[src/rtl/aclk_core_if.sv]
// Load/alarm control and BCD time display bundle for the alarm clock core.
interface aclk_core_if;
   logic [1:0] H_in1;
   logic [3:0] H_in0;
   logic [3:0] M_in1;
   logic [3:0] M_in0;
   logic       LD_time;
   logic       LD_alarm;
   logic       AL_ON;
   logic       STOP_al;
   logic [1:0] H_out1;
   logic [3:0] H_out0;
   logic [3:0] M_out1;
   logic [3:0] M_out0;
   logic [3:0] S_out1;
   logic [3:0] S_out0;
   logic       Alarm;

   modport master (
      output H_in1, H_in0, M_in1, M_in0, LD_time, LD_alarm, AL_ON, STOP_al,
      input  H_out1, H_out0, M_out1, M_out0, S_out1, S_out0, Alarm
   );

   modport slave (
      input  H_in1, H_in0, M_in1, M_in0, LD_time, LD_alarm, AL_ON, STOP_al,
      output H_out1, H_out0, M_out1, M_out0, S_out1, S_out0, Alarm
   );
endinterface

[src/rtl/aclk_core.sv]
// 24-hour BCD alarm clock: divide-by-10 prescaler, HH:MM:SS counter, HH:MM alarm
// compare with a registered, sticky alarm output.
module aclk_core (
   input logic         clk,
   input logic         reset,
   aclk_core_if.slave  bus
);

   logic [3:0] presc_q, presc_d;
   logic [1:0] h1_q, h1_d;
   logic [3:0] h0_q, h0_d;
   logic [3:0] m1_q, m1_d;
   logic [3:0] m0_q, m0_d;
   logic [3:0] s1_q, s1_d;
   logic [3:0] s0_q, s0_d;
   logic [1:0] ah1_q, ah1_d;
   logic [3:0] ah0_q, ah0_d;
   logic [3:0] am1_q, am1_d;
   logic [3:0] am0_q, am0_d;
   logic       alarm_q, alarm_d;

   logic tick;
   logic in_valid;
   logic match;

   assign tick = (presc_q == 4'd9);

   assign in_valid = (bus.H_in1 <= 2'd2) && (bus.H_in0 <= 4'd9) &&
                     !((bus.H_in1 == 2'd2) && (bus.H_in0 > 4'd3)) &&
                     (bus.M_in1 <= 4'd5) && (bus.M_in0 <= 4'd9);

   // Only the first cycle of the matching second counts, so a stopped alarm stays stopped.
   assign match = (presc_q == 4'd0) && (h1_q == ah1_q) && (h0_q == ah0_q) &&
                  (m1_q == am1_q) && (m0_q == am0_q) && (s1_q == 4'd0) && (s0_q == 4'd0);

   always_comb begin
      presc_d = tick ? 4'd0 : presc_q + 4'd1;
      h1_d    = h1_q;
      h0_d    = h0_q;
      m1_d    = m1_q;
      m0_d    = m0_q;
      s1_d    = s1_q;
      s0_d    = s0_q;
      ah1_d   = ah1_q;
      ah0_d   = ah0_q;
      am1_d   = am1_q;
      am0_d   = am0_q;
      alarm_d = alarm_q;

      if (tick) begin
         if (s0_q != 4'd9) begin
            s0_d = s0_q + 4'd1;
         end else begin
            s0_d = 4'd0;
            if (s1_q != 4'd5) begin
               s1_d = s1_q + 4'd1;
            end else begin
               s1_d = 4'd0;
               if (m0_q != 4'd9) begin
                  m0_d = m0_q + 4'd1;
               end else begin
                  m0_d = 4'd0;
                  if (m1_q != 4'd5) begin
                     m1_d = m1_q + 4'd1;
                  end else begin
                     m1_d = 4'd0;
                     if ((h1_q == 2'd2) && (h0_q == 4'd3)) begin
                        h1_d = 2'd0;
                        h0_d = 4'd0;
                     end else if (h0_q == 4'd9) begin
                        h1_d = h1_q + 2'd1;
                        h0_d = 4'd0;
                     end else begin
                        h0_d = h0_q + 4'd1;
                     end
                  end
               end
            end
         end
      end

      // A valid time load wins over a coincident tick.
      if (bus.LD_time && in_valid) begin
         h1_d    = bus.H_in1;
         h0_d    = bus.H_in0;
         m1_d    = bus.M_in1;
         m0_d    = bus.M_in0;
         s1_d    = 4'd0;
         s0_d    = 4'd0;
         presc_d = 4'd0;
      end

      if (bus.LD_alarm && in_valid) begin
         ah1_d = bus.H_in1;
         ah0_d = bus.H_in0;
         am1_d = bus.M_in1;
         am0_d = bus.M_in0;
      end

      if (!bus.AL_ON || bus.STOP_al) begin
         alarm_d = 1'b0;
      end else if (match) begin
         alarm_d = 1'b1;
      end
   end

   always_ff @(posedge clk or negedge reset) begin
      if (!reset) begin
         presc_q <= 4'd0;
         h1_q    <= 2'd0;
         h0_q    <= 4'd0;
         m1_q    <= 4'd0;
         m0_q    <= 4'd0;
         s1_q    <= 4'd0;
         s0_q    <= 4'd0;
         ah1_q   <= 2'd0;
         ah0_q   <= 4'd0;
         am1_q   <= 4'd0;
         am0_q   <= 4'd0;
         alarm_q <= 1'b0;
      end else begin
         presc_q <= presc_d;
         h1_q    <= h1_d;
         h0_q    <= h0_d;
         m1_q    <= m1_d;
         m0_q    <= m0_d;
         s1_q    <= s1_d;
         s0_q    <= s0_d;
         ah1_q   <= ah1_d;
         ah0_q   <= ah0_d;
         am1_q   <= am1_d;
         am0_q   <= am0_d;
         alarm_q <= alarm_d;
      end
   end

   assign bus.H_out1 = h1_q;
   assign bus.H_out0 = h0_q;
   assign bus.M_out1 = m1_q;
   assign bus.M_out0 = m0_q;
   assign bus.S_out1 = s1_q;
   assign bus.S_out0 = s0_q;
   assign bus.Alarm  = alarm_q;

endmodule
[src/flat_wrapper.sv]
// flat-port wrapper written by rule: the top's interface ports become plain ports
module aclk_core_flat 
  (clk, reset, bus_H_in1, bus_H_in0, bus_M_in1, bus_M_in0, bus_LD_time, bus_LD_alarm, bus_AL_ON, bus_STOP_al, bus_H_out1, bus_H_out0, bus_M_out1, bus_M_out0, bus_S_out1, bus_S_out0, bus_Alarm);
  aclk_core_if bus_i ();
  input logic clk;
  input logic reset;
  input wire logic [$bits(bus_i.H_in1)-1:0] bus_H_in1;
  input wire logic [$bits(bus_i.H_in0)-1:0] bus_H_in0;
  input wire logic [$bits(bus_i.M_in1)-1:0] bus_M_in1;
  input wire logic [$bits(bus_i.M_in0)-1:0] bus_M_in0;
  input wire logic [$bits(bus_i.LD_time)-1:0] bus_LD_time;
  input wire logic [$bits(bus_i.LD_alarm)-1:0] bus_LD_alarm;
  input wire logic [$bits(bus_i.AL_ON)-1:0] bus_AL_ON;
  input wire logic [$bits(bus_i.STOP_al)-1:0] bus_STOP_al;
  output wire logic [$bits(bus_i.H_out1)-1:0] bus_H_out1;
  output wire logic [$bits(bus_i.H_out0)-1:0] bus_H_out0;
  output wire logic [$bits(bus_i.M_out1)-1:0] bus_M_out1;
  output wire logic [$bits(bus_i.M_out0)-1:0] bus_M_out0;
  output wire logic [$bits(bus_i.S_out1)-1:0] bus_S_out1;
  output wire logic [$bits(bus_i.S_out0)-1:0] bus_S_out0;
  output wire logic [$bits(bus_i.Alarm)-1:0] bus_Alarm;
  assign bus_i.H_in1 = bus_H_in1;
  assign bus_i.H_in0 = bus_H_in0;
  assign bus_i.M_in1 = bus_M_in1;
  assign bus_i.M_in0 = bus_M_in0;
  assign bus_i.LD_time = bus_LD_time;
  assign bus_i.LD_alarm = bus_LD_alarm;
  assign bus_i.AL_ON = bus_AL_ON;
  assign bus_i.STOP_al = bus_STOP_al;
  assign bus_H_out1 = bus_i.H_out1;
  assign bus_H_out0 = bus_i.H_out0;
  assign bus_M_out1 = bus_i.M_out1;
  assign bus_M_out0 = bus_i.M_out0;
  assign bus_S_out1 = bus_i.S_out1;
  assign bus_S_out0 = bus_i.S_out0;
  assign bus_Alarm = bus_i.Alarm;
  aclk_core u_core (.clk(clk), .reset(reset), .bus(bus_i));
endmodule
[config.mk]
export PLATFORM = sky130hd
export DESIGN_NAME = aclk_core_flat
export DESIGN_NICKNAME = d
export VERILOG_FILES = /design/src/rtl/aclk_core_if.sv /design/src/rtl/aclk_core.sv /design/src/flat_wrapper.sv
export SDC_FILE = /design/constraint.sdc
export NUM_CORES = 1
export LEC_CHECK = 0
export ABC_AREA = 1
export CAP_MARGIN = 20
export CORE_ASPECT_RATIO = 1.75
export CORE_MARGIN = 8
export CORE_UTILIZATION = 48
export DETAILED_ROUTE_END_ITERATION = 12
export GPL_ROUTABILITY_DRIVEN = 0
export HOLD_SLACK_MARGIN = 0.15
export PLACE_DENSITY = 0.86
export RECOVER_POWER = 100
export SLEW_MARGIN = 10
export SYNTH_ARGS = -nofsm -noshare
export SYNTH_HDL_FRONTEND = slang
export SYNTH_SLANG_ARGS = --single-unit
[constraint.sdc]
create_clock -name clk -period 1.6 [get_ports clk]
set_input_delay 0.24 -clock clk [delete_from_list [all_inputs] [get_ports clk]]
set_output_delay 0.24 -clock clk [all_outputs]
set_load 0.01 [all_outputs]
[Word-level counts from Yosys, hierarchy flattened]
Cells that the tools add are included.
Storage, ports and cells
  register bits after elaboration: 41
  input port bits: 20
  output and inout bits: 23
Operators by class
  add/subtract/negate cells: 7
  order comparisons: 5
  equal/unequal tests: 17
  muxes and demuxes: 38
  reductions and logical operators: 28
Operator list (number)
  $mux W4: 28
  $add A4 B1 Y4 const B: 6
  $mux W2: 8
  $logic_and A1 B1 Y1: 14
  $eq A4 B4 Y1: 3
  $logic_not A4 Y1: 3
  $eq A4 B4 Y1 const B: 2
  $le A4 B4 Y1 const B: 2
  $ne A2 B2 Y1 const B: 4
  $ne A4 B3 Y1 const B: 2
  $ne A4 B4 Y1 const B: 2
  $reduce_and A6 Y1: 1
  $reduce_and A5 Y1: 1
  $eq A2 B2 Y1 const B: 2
  $eq A4 B2 Y1 const B: 1
  $gt A4 B2 Y1 const B: 1
  $le A4 B3 Y1 const B: 1
  $reduce_and A4 Y1: 1
  $reduce_bool A2 Y1: 2
  $reduce_and A3 Y1: 1
  $reduce_bool A3 Y1: 1
  $add A2 B1 Y2 const B: 1
  $eq A2 B2 Y1: 1
  $le A2 B2 Y1 const B: 1
  4 further kinds: 6

[Depth between registers and ports, before layout]
Gate-level depths: netlist (run 1).
  word-level depth: 9
  depth in mapped cells: 9

[Least setup slack after synthesis (run 1)]
OpenSTA, ideal clock, no wires.
  path kind: register -> register
  start: register u_core.h0_q[0] (netlist: u_core.bus.H_out0[0])
  end: register u_core.h1_q[1] (netlist: u_core.bus.H_out1[1])
  library setup time: 0.118 ns
  arrival: 1.519 ns
  data required time: 1.482 ns
  setup slack: -0.038 ns
  stages on the path, launching flop included: 9
  path buffers: 0
  period minus slack after synthesis: 1.638 ns
  cells stage by stage: dfrtp_1 > ha_1 > nand3_1 > nor2_1 > nor2_1 > o21ai_0 > nand3_1 > nand2_1 > nand2_1
Between the ends
  cells in the longest elaborated chain, start to end: 9
RTL lines
  from (decl): line aclk_core.sv:11  | logic [3:0] h0_q, h0_d;
  from (signal assigned): line aclk_core.sv:111  | h0_q <= 4'd0;
  from (signal assigned): line aclk_core.sv:124  | h0_q <= h0_d;
  $eq A4 B2 Y1: line aclk_core.sv:67  | if ((h1_q == 2'd2) && (h0_q == 4'd3)) begin
  $logic_and A1 B1 Y1: line aclk_core.sv:67
  $mux W2: line aclk_core.sv:67
  $mux W2: line aclk_core.sv:63  | if (m1_q != 4'd5) begin
  $mux W2: line aclk_core.sv:59  | if (m0_q != 4'd9) begin
  $mux W2: line aclk_core.sv:55  | if (s1_q != 4'd5) begin
  $mux W2: line aclk_core.sv:51  | if (s0_q != 4'd9) begin
  $mux W2: line aclk_core.sv:50  | if (tick) begin
  $mux W2: line aclk_core.sv:83  | if (bus.LD_time && in_valid) begin
  to (signal assigned): line aclk_core.sv:110  | h1_q <= 2'd0;
  to (signal assigned): line aclk_core.sv:123  | h1_q <= h1_d;
  to (decl): line aclk_core.sv:10  | logic [1:0] h1_q, h1_d;
Several ways; a longest one is shown, not always the timed one. The select of a mux whose other input is x is not followed.
A chain may end at the register's enable or synchronous reset.

[Worst setup path after layout (run 1)]
  start: input bus_M_in0[2]
  end: register u_core.h1_q[1] (netlist: u_core.bus.H_out1[1])
Between the ends
  cells in the longest elaborated chain, start to end: 5
RTL lines
  from (decl): line flat_wrapper.sv:10  | input wire logic [$bits(bus_i.M_in0)-1:0] bus_M_in0;
  $le A4 B4 Y1 (*): line aclk_core.sv:30  | (bus.M_in1 <= 4'd5) && (bus.M_in0 <= 4'd9);
  $logic_and A1 B1 Y1 (*): line aclk_core.sv:30
  $logic_and A1 B1 Y1 (*): line aclk_core.sv:83
  $ne A2 B2 Y1 (no source line), or another cell as far along
  $reduce_and A6 Y1 (no source line)
Every way passes the cells marked *; elsewhere a longest branch is shown, timed or not.

==> flow_metrics.tcl, run 1 <==
set metrics [dict create \
    seqCellArea_um2 1030 \
    startpoint_type "input pin" \
    drc 0 \
    synthCells 342 \
    drtIter0Drc 146 \
    first_pass_iters 5 \
    dp.cells 475 \
    yosysTopAreaCellShare_pct 40.1 \
    totalWireLength_mm 7.31 \
    clkTransAtPathRegs_ns 0.08 \
    cts_tree "done" \
    crit_type "in -> reg" \
    fin_skew_ns 0.00823 \
    vias 2637 \
    antenna_found_initial 0 \
    insertion_delay_ns 0.29 \
    grt_max_degree 28 \
    cts_buffer_depth 2 \
    synth.distinct_cells 30 \
    tightest_slew_ns 0.543 \
    rows 35 \
    power_density_nw_per_um2 948 \
    fp.dieArea_um2 8010 \
    fin_crit_sh_pct 99.1 \
    peakVddDrop_mv 0.733 \
    synth_area_leaders "dfrtp_1, nand2_1, o21ai_0" \
    hp-start "bus_H_in0[1]" \
    netlist_area_um2 2560 \
    initial_utilization_pct 49.1 \
    dp_hpwl_mm 5.72 \
    ys_top_cells_by_count "nand2_1, inv_1, dfrtp_1, o21ai_0, nor2_1" \
    die_w_um 71.2 \
    grtUsageTotal_pct 18.6 \
    vias_per_cell 5.40 \
    drive_gt1_share_pct 17.3 \
    htreeDepth 2 \
    r2r-end "u_core.bus.H_out1[1]$_DFFE_PN0P_" \
    crit_path_start "bus_M_in0[2]" \
    antenna_cells 0 \
    pre_cts_ws_ns -0.242 \
    post-synth-top-count-cell "nand2_1" \
    setup_viol 0 \
    r2r_cells 8 \
    port_buffers 42 \
    detail_route.wl_per_cell_um 15.0 \
    grt_pass1_vias 2586 \
    critPathRequiredTime_ns 1.78 \
    grt_pass1_wl_mm 11.9 \
    synth_top_flop_cell "dfrtp_1" \
    n_fill_cell 428 \
    status "completed" \
    area_growth_syn_to_layout_pct 37.5 \
    period_needed_ns 1.58 \
    core_area_um2 5210 \
    r2r_start "u_core.bus.H_out0[0]$_DFFE_PN0P_" \
    hold_viol_final 0 \
    slew_headroom_pct 63.8 \
    avgSynthCellArea_um2 7.47 \
    fin_ws_ns 0.0151 \
    rrSetupSlack_ns 0.07 \
    synth_edf_count 0 \
    min_path_type "in -> reg" \
    fin_util_pct 67.4 \
    ant_nets 0 \
    yosys.area.top_type "dfrtp_1" \
    multiInputGateArea_um2 1340 \
    crit_end "u_core.bus.H_out1[1]$_DFFE_PN0P_" \
    crit_fanout 6 \
    ios 43 \
    max_cap_viol_count 0 \
    maxSlewViolCount 0 \
    cts_sinks 41 \
    final_nets 463 \
    yosys_warnings 0 \
    grt_overflow 0 \
    cp-end-kind "flop" \
    seq_area_frac_synth_pct 40.1 \
    async_flop_share_pct 100 \
    clock_tree.root_cell "clkbuf_8" \
    clock.fmax_ghz 0.631 \
    ys_ff_latch 41 \
    mappedNetlistNets 373 \
    die_height_um 113 \
    numCtsBuffers 5 \
    fin_cells 488 \
    p_leak_uw 0.00185 \
    cp.arrival_ns 1.77 \
]
-- layout make-up --
class / count / share of cell area, %
clock buffer: 8 / 2.56
inverter: 49 / 5.23
multi-input combinational: 245 / 38.1
sequential: 41 / 29.3
tap: 55 / 1.96
timing repair buffer: 90 / 22.9
-- report_power, final --
part | switching (µW) | internal [µW] | total [µW]
Combinational | 647 | 575 | 1220
Clock | 350 | 352 | 702
Sequential | 167 | 1240 | 1410
-- cell usage in the layout (no fill, tap or decap), drive strengths merged, types with 4 or more instances in the layout --
master	Yosys	layout
a21oi	4	4
clkdlybuf4s50	0	28
inv	48	48
nand3	18	18
nor2	26	26
nor3	5	5
xor2	11	11
ha	11	11
dfrtp	41	41
nand4	18	18
o21ai	39	39
nand2	104	104
clkbuf	2	12
buf	5	44
clkdlybuf4s25	0	7
-- cell families (layout without fill, tap and decap cells) --
family | Yosys count | in the layout | synth area share (%)
buf+inv | 56 | 147 | 8.71
simple gates | 173 | 173 | 30.7
compound gates | 47 | 47 | 10.3
fa+ha+maj | 11 | 11 | 5.38
flops | 41 | 41 | 40.1
xor+xnor | 14 | 14 | 4.80
-- state kept, by name, indices dropped and copies added, names as in the netlist --
name	count
u_core.am0_q	4
u_core.bus.S_out1	4
u_core.bus.S_out0	4
u_core.bus.H_out1	2
u_core.ah1_q	2
u_core.bus.Alarm	1
u_core.bus.M_out0	4
u_core.presc_q	4
u_core.bus.H_out0	4
u_core.ah0_q	4
u_core.bus.M_out1	4
u_core.am1_q	4
-- how the worst min path moves through the flow --
stage,endpoint,slack (ns),cells after the start
6_report,u_core.ah0_q[1]$_DFFE_PN0P_,0.38,4
5_1_grt,u_core.ah0_q[1]$_DFFE_PN0P_,0.43,4
4_1_cts,u_core.bus.S_out1[2]$_DFFE_PN0P_,0.45,2
3_5_place_dp,u_core.bus.Alarm$_DFFE_PN0P_,0.23,1
3_3_place_gp,u_core.bus.Alarm$_DFFE_PN0P_,0.23,1
2_1_floorplan,u_core.ah0_q[0]$_DFFE_PN0P_,-0.06,0
-- timing repair --
action                                 4_1_cts  5_1_grt
setup buffers                                2        2
setup endpoints to repair                    8       26
resized for setup                            3       21
hold buffers                                 1        0
pin swaps                                    1        6
endpoints found under the hold margin       19        0
-- critical path, cell delays in order --
cell	delay, ns
clkdlybuf4s50_1	0.46
o21ai_2	0.23
nand4_4	0.21
buf_6	0.18
buf_4	0.15
nand2_1	0.06
nand2_1	0.06
nand4_1	0.11
nand2_1	0.07
-- metal layers --
| layer | routed length, µm | GRT usage (%) | up-vias | share of wire, % |
|---|---|---|---|---|
| met5 | 0 | 0 | - | 0 |
| met1 | 2600 | 18.0 | 1237 | 36 |
| met2 | 4060 | 35.1 | 98 | 56 |
| met3 | 353 | 3.93 | 24 | 4.8 |
| met4 | 296 | 9.23 | 0 | 4.0 |
| li1 | - | - | 1278 | - |
-- metrics by stage --
| step | TNS, ns | cell area, µm² | total power, µW | hold slack, ns |
|---|---|---|---|---|
| global route | -0.108 | 3510 | 3570 | 0.432 |
| detailed placement | -7.12 | 3340 | 2630 | 0.229 |
| CTS | 0 | 3470 | 3340 | 0.449 |
| global placement | -5.44 | 3340 | 2580 | 0.229 |
| floorplan | 0 | 2560 | 2060 | -0.0556 |
| finish | 0 | 3510 | 3330 | 0.384 |
(Power assumes the default switching activity.)
==> run 2: changes to the inputs <==
--- a/config.mk
+++ b/config.mk
@@ -6,7 +6,6 @@
 export NUM_CORES = 1
 export LEC_CHECK = 0
 export ABC_AREA = 1
-export CAP_MARGIN = 20
 export CORE_ASPECT_RATIO = 1.75
 export CORE_MARGIN = 8
 export CORE_UTILIZATION = 48
==> results of run 2 <==
The final DEF is identical to that of run 1; final timing and power are the same.
==> run 3: changes to the inputs <==
--- a/config.mk
+++ b/config.mk
@@ -8,7 +8,7 @@
 export ABC_AREA = 1
 export CORE_ASPECT_RATIO = 1.75
 export CORE_MARGIN = 8
-export CORE_UTILIZATION = 48
+export CORE_UTILIZATION = 50
 export DETAILED_ROUTE_END_ITERATION = 12
 export GPL_ROUTABILITY_DRIVEN = 0
 export HOLD_SLACK_MARGIN = 0.15
==> constraint.sdc (replaced) <==
create_clock -name clk -period 1.47 [get_ports clk]
set_input_delay 0.2205 -clock clk [delete_from_list [all_inputs] [get_ports clk]]
set_output_delay 0.2205 -clock clk [all_outputs]
set_load 0.01 [all_outputs]
==> flow_metrics.tcl, run 3 (same netlist as run 1, synthesis figures left out) <==
set metrics [dict create \
    cts_tree "done" \
    period_needed_ns 1.54 \
    fin_ws_ns -0.0689 \
    grtUsageTotal_pct 21.5 \
    port_buffers 42 \
    maxSlewViolCount 0 \
    first_pass_iters 4 \
    setup_viol 4 \
    detail_route.wl_per_cell_um 18.0 \
    area_growth_syn_to_layout_pct 54.8 \
    critPathRequiredTime_ns 1.72 \
    status "finished with violations" \
    drive_gt1_share_pct 30.9 \
    hold_viol_final 0 \
    max_cap_viol_count 0 \
    die_w_um 70.1 \
    dp.cells 480 \
    initial_utilization_pct 51.8 \
    fin_cells 510 \
    rsz0062_at_grt "true" \
    drc 0 \
    rrSetupSlack_ns -0.07 \
    hold_end "u_core.am1_q[1]$_DFFE_PN0P_" \
    startpoint_type "flop" \
    vias_per_cell 5.73 \
    die_height_um 111 \
    final_nets 486 \
    htreeDepth 2 \
    grt_overflow 0 \
    core_area_um2 4930 \
    violations "negative setup slack" \
    dp_hpwl_mm 5.62 \
    mostFrequentLayoutCells "nand2_1, buf_4, dfrtp_1, inv_1, o21ai_0" \
    slew_headroom_pct 36.4 \
    grt_pass1_wl_mm 13.9 \
    r2r_start "u_core.bus.H_out0[1]$_DFFE_PN0P_" \
    fin_crit_sh_pct 105 \
    hp-start "bus_M_in1[1]" \
    cts_sinks 41 \
    totalWireLength_mm 9.19 \
    post_dp_cell_area_um2 3420 \
    antenna_cells 0 \
    r2r_cells 10 \
    vias 2924 \
    ant_nets 0 \
    cts_buffer_depth 2 \
    ios 43 \
    rows 34 \
    fp.dieArea_um2 7750 \
    numCtsBuffers 5 \
    holdPathStages 3 \
    p_leak_uw 0.00214 \
    drtIter0Drc 278 \
    clock_tree.root_cell "clkbuf_8" \
    grt_pass1_vias 2962 \
    final_common_cell "nand2_1" \
    crit_type "reg -> reg" \
    tightest_slew_ns 0.954 \
    antenna_found_initial 0 \
    r2r-end "u_core.bus.H_out0[1]$_DFFE_PN0P_" \
    grt_max_degree 28 \
    clkTransAtPathRegs_ns 0.08 \
    insertion_delay_ns 0.30 \
    finalInstanceArea_um2 3960 \
    power_uw 4010 \
    cp.arrival_ns 1.78 \
    setup_tns_ns -0.119 \
    crit_fanout 4 \
    clock.fmax_ghz 0.650 \
    cp-end-kind "flop" \
    holdWs_ns 0.279 \
    power_density_nw_per_um2 1010 \
    min_path_type "in -> reg" \
    fin_skew_ns 0.00345 \
    peakVddDrop_mv 1.22 \
]
## run 3: changes by cell type in the layout (fill, tap and decap cells not counted), sizes merged, moves of 5 or more
| cell | previous run | this run |
|---|---|---|
| dlymetal6s2s | 3 | 9 |
| clkdlybuf4s50 | 28 | 10 |
| buf | 44 | 68 |
| clkdlybuf4s25 | 7 | 2 |
| dlygate4sd2 | 1 | 19 |
## run 3: final cells by class
type | count | area, µm²
fill | 304 | 978
timing repair buffer | 111 | 1000
multi-input combinational | 247 | 1590
sequential | 41 | 1030
tap | 54 | 67.6
inverter | 49 | 186
clock buffer | 8 | 80.1
## run 3: metal layers
| metal | up-vias | routed length (µm) | global-route usage, % | part of all wire [%] |
|---|---|---|---|---|
| met1 | 1377 | 2980 | 21.7 | 32 |
| li1 | 1332 | - | - | - |
| met4 | 0 | 529 | 11.5 | 5.8 |
| met5 | - | 0 | 0 | 0 |
| met2 | 164 | 5060 | 38.9 | 55 |
| met3 | 51 | 612 | 5.29 | 6.7 |
## run 3: critical path, stage by stage, from the launching register on
cell,delay (ns)
dfrtp_1,0.42
buf_6,0.13
ha_4,0.16
nand3_4,0.07
nor2_4,0.04
buf_4,0.16
nor3_4,0.12
nand2_1,0.11
nand2_1,0.08
nand4_1,0.10
nand2_1,0.08
## run 3: stage by stage
stage	utilization [%]	setup WS [ns]
5_1_grt	80.2	-0.132
4_1_cts	74.8	-0.00409
2_1_floorplan	-	0.0130
3_3_place_gp	69.4	-0.326
6_report	80.2	-0.0689
3_5_place_dp	69.4	-0.431
## run 3: power by group
| group | switching (µW) | internal (µW) |
|---|---|---|
| Clock | 403 | 338 |
| Sequential | 178 | 1350 |
| Combinational | 946 | 792 |
## run 3: how the worst max path moves through the flow
stage                                       end  cells after the start                             start  slack [ns]
5_1_grt        u_core.bus.H_out0[1]$_DFFE_PN0P_                     10  u_core.bus.H_out0[1]$_DFFE_PN0P_       -0.13
3_3_place_gp   u_core.bus.M_out0[3]$_DFFE_PN0P_                     11                      bus_H_in0[2]       -0.33
3_5_place_dp   u_core.bus.S_out1[0]$_DFFE_PN0P_                     10                      bus_H_in0[3]       -0.43
6_report       u_core.bus.H_out0[1]$_DFFE_PN0P_                     10  u_core.bus.H_out0[1]$_DFFE_PN0P_       -0.07
2_1_floorplan  u_core.bus.H_out1[1]$_DFFE_PN0P_                      8  u_core.bus.H_out0[1]$_DFFE_PN0P_        0.01
4_1_cts        u_core.bus.M_out0[3]$_DFFE_PN0P_                     11                      bus_H_in0[1]      -0.004
## run 3: repair_timing
action | CTS | global route
pin swaps | 9 | 29
gates resized for setup | 45 | 69
cloned | 3 | 0
setup buffers | 11 | 7
hold endpoints to repair | 16 | 0
setup endpoints to repair | 48 | 46
hold buffers | 1 | 0
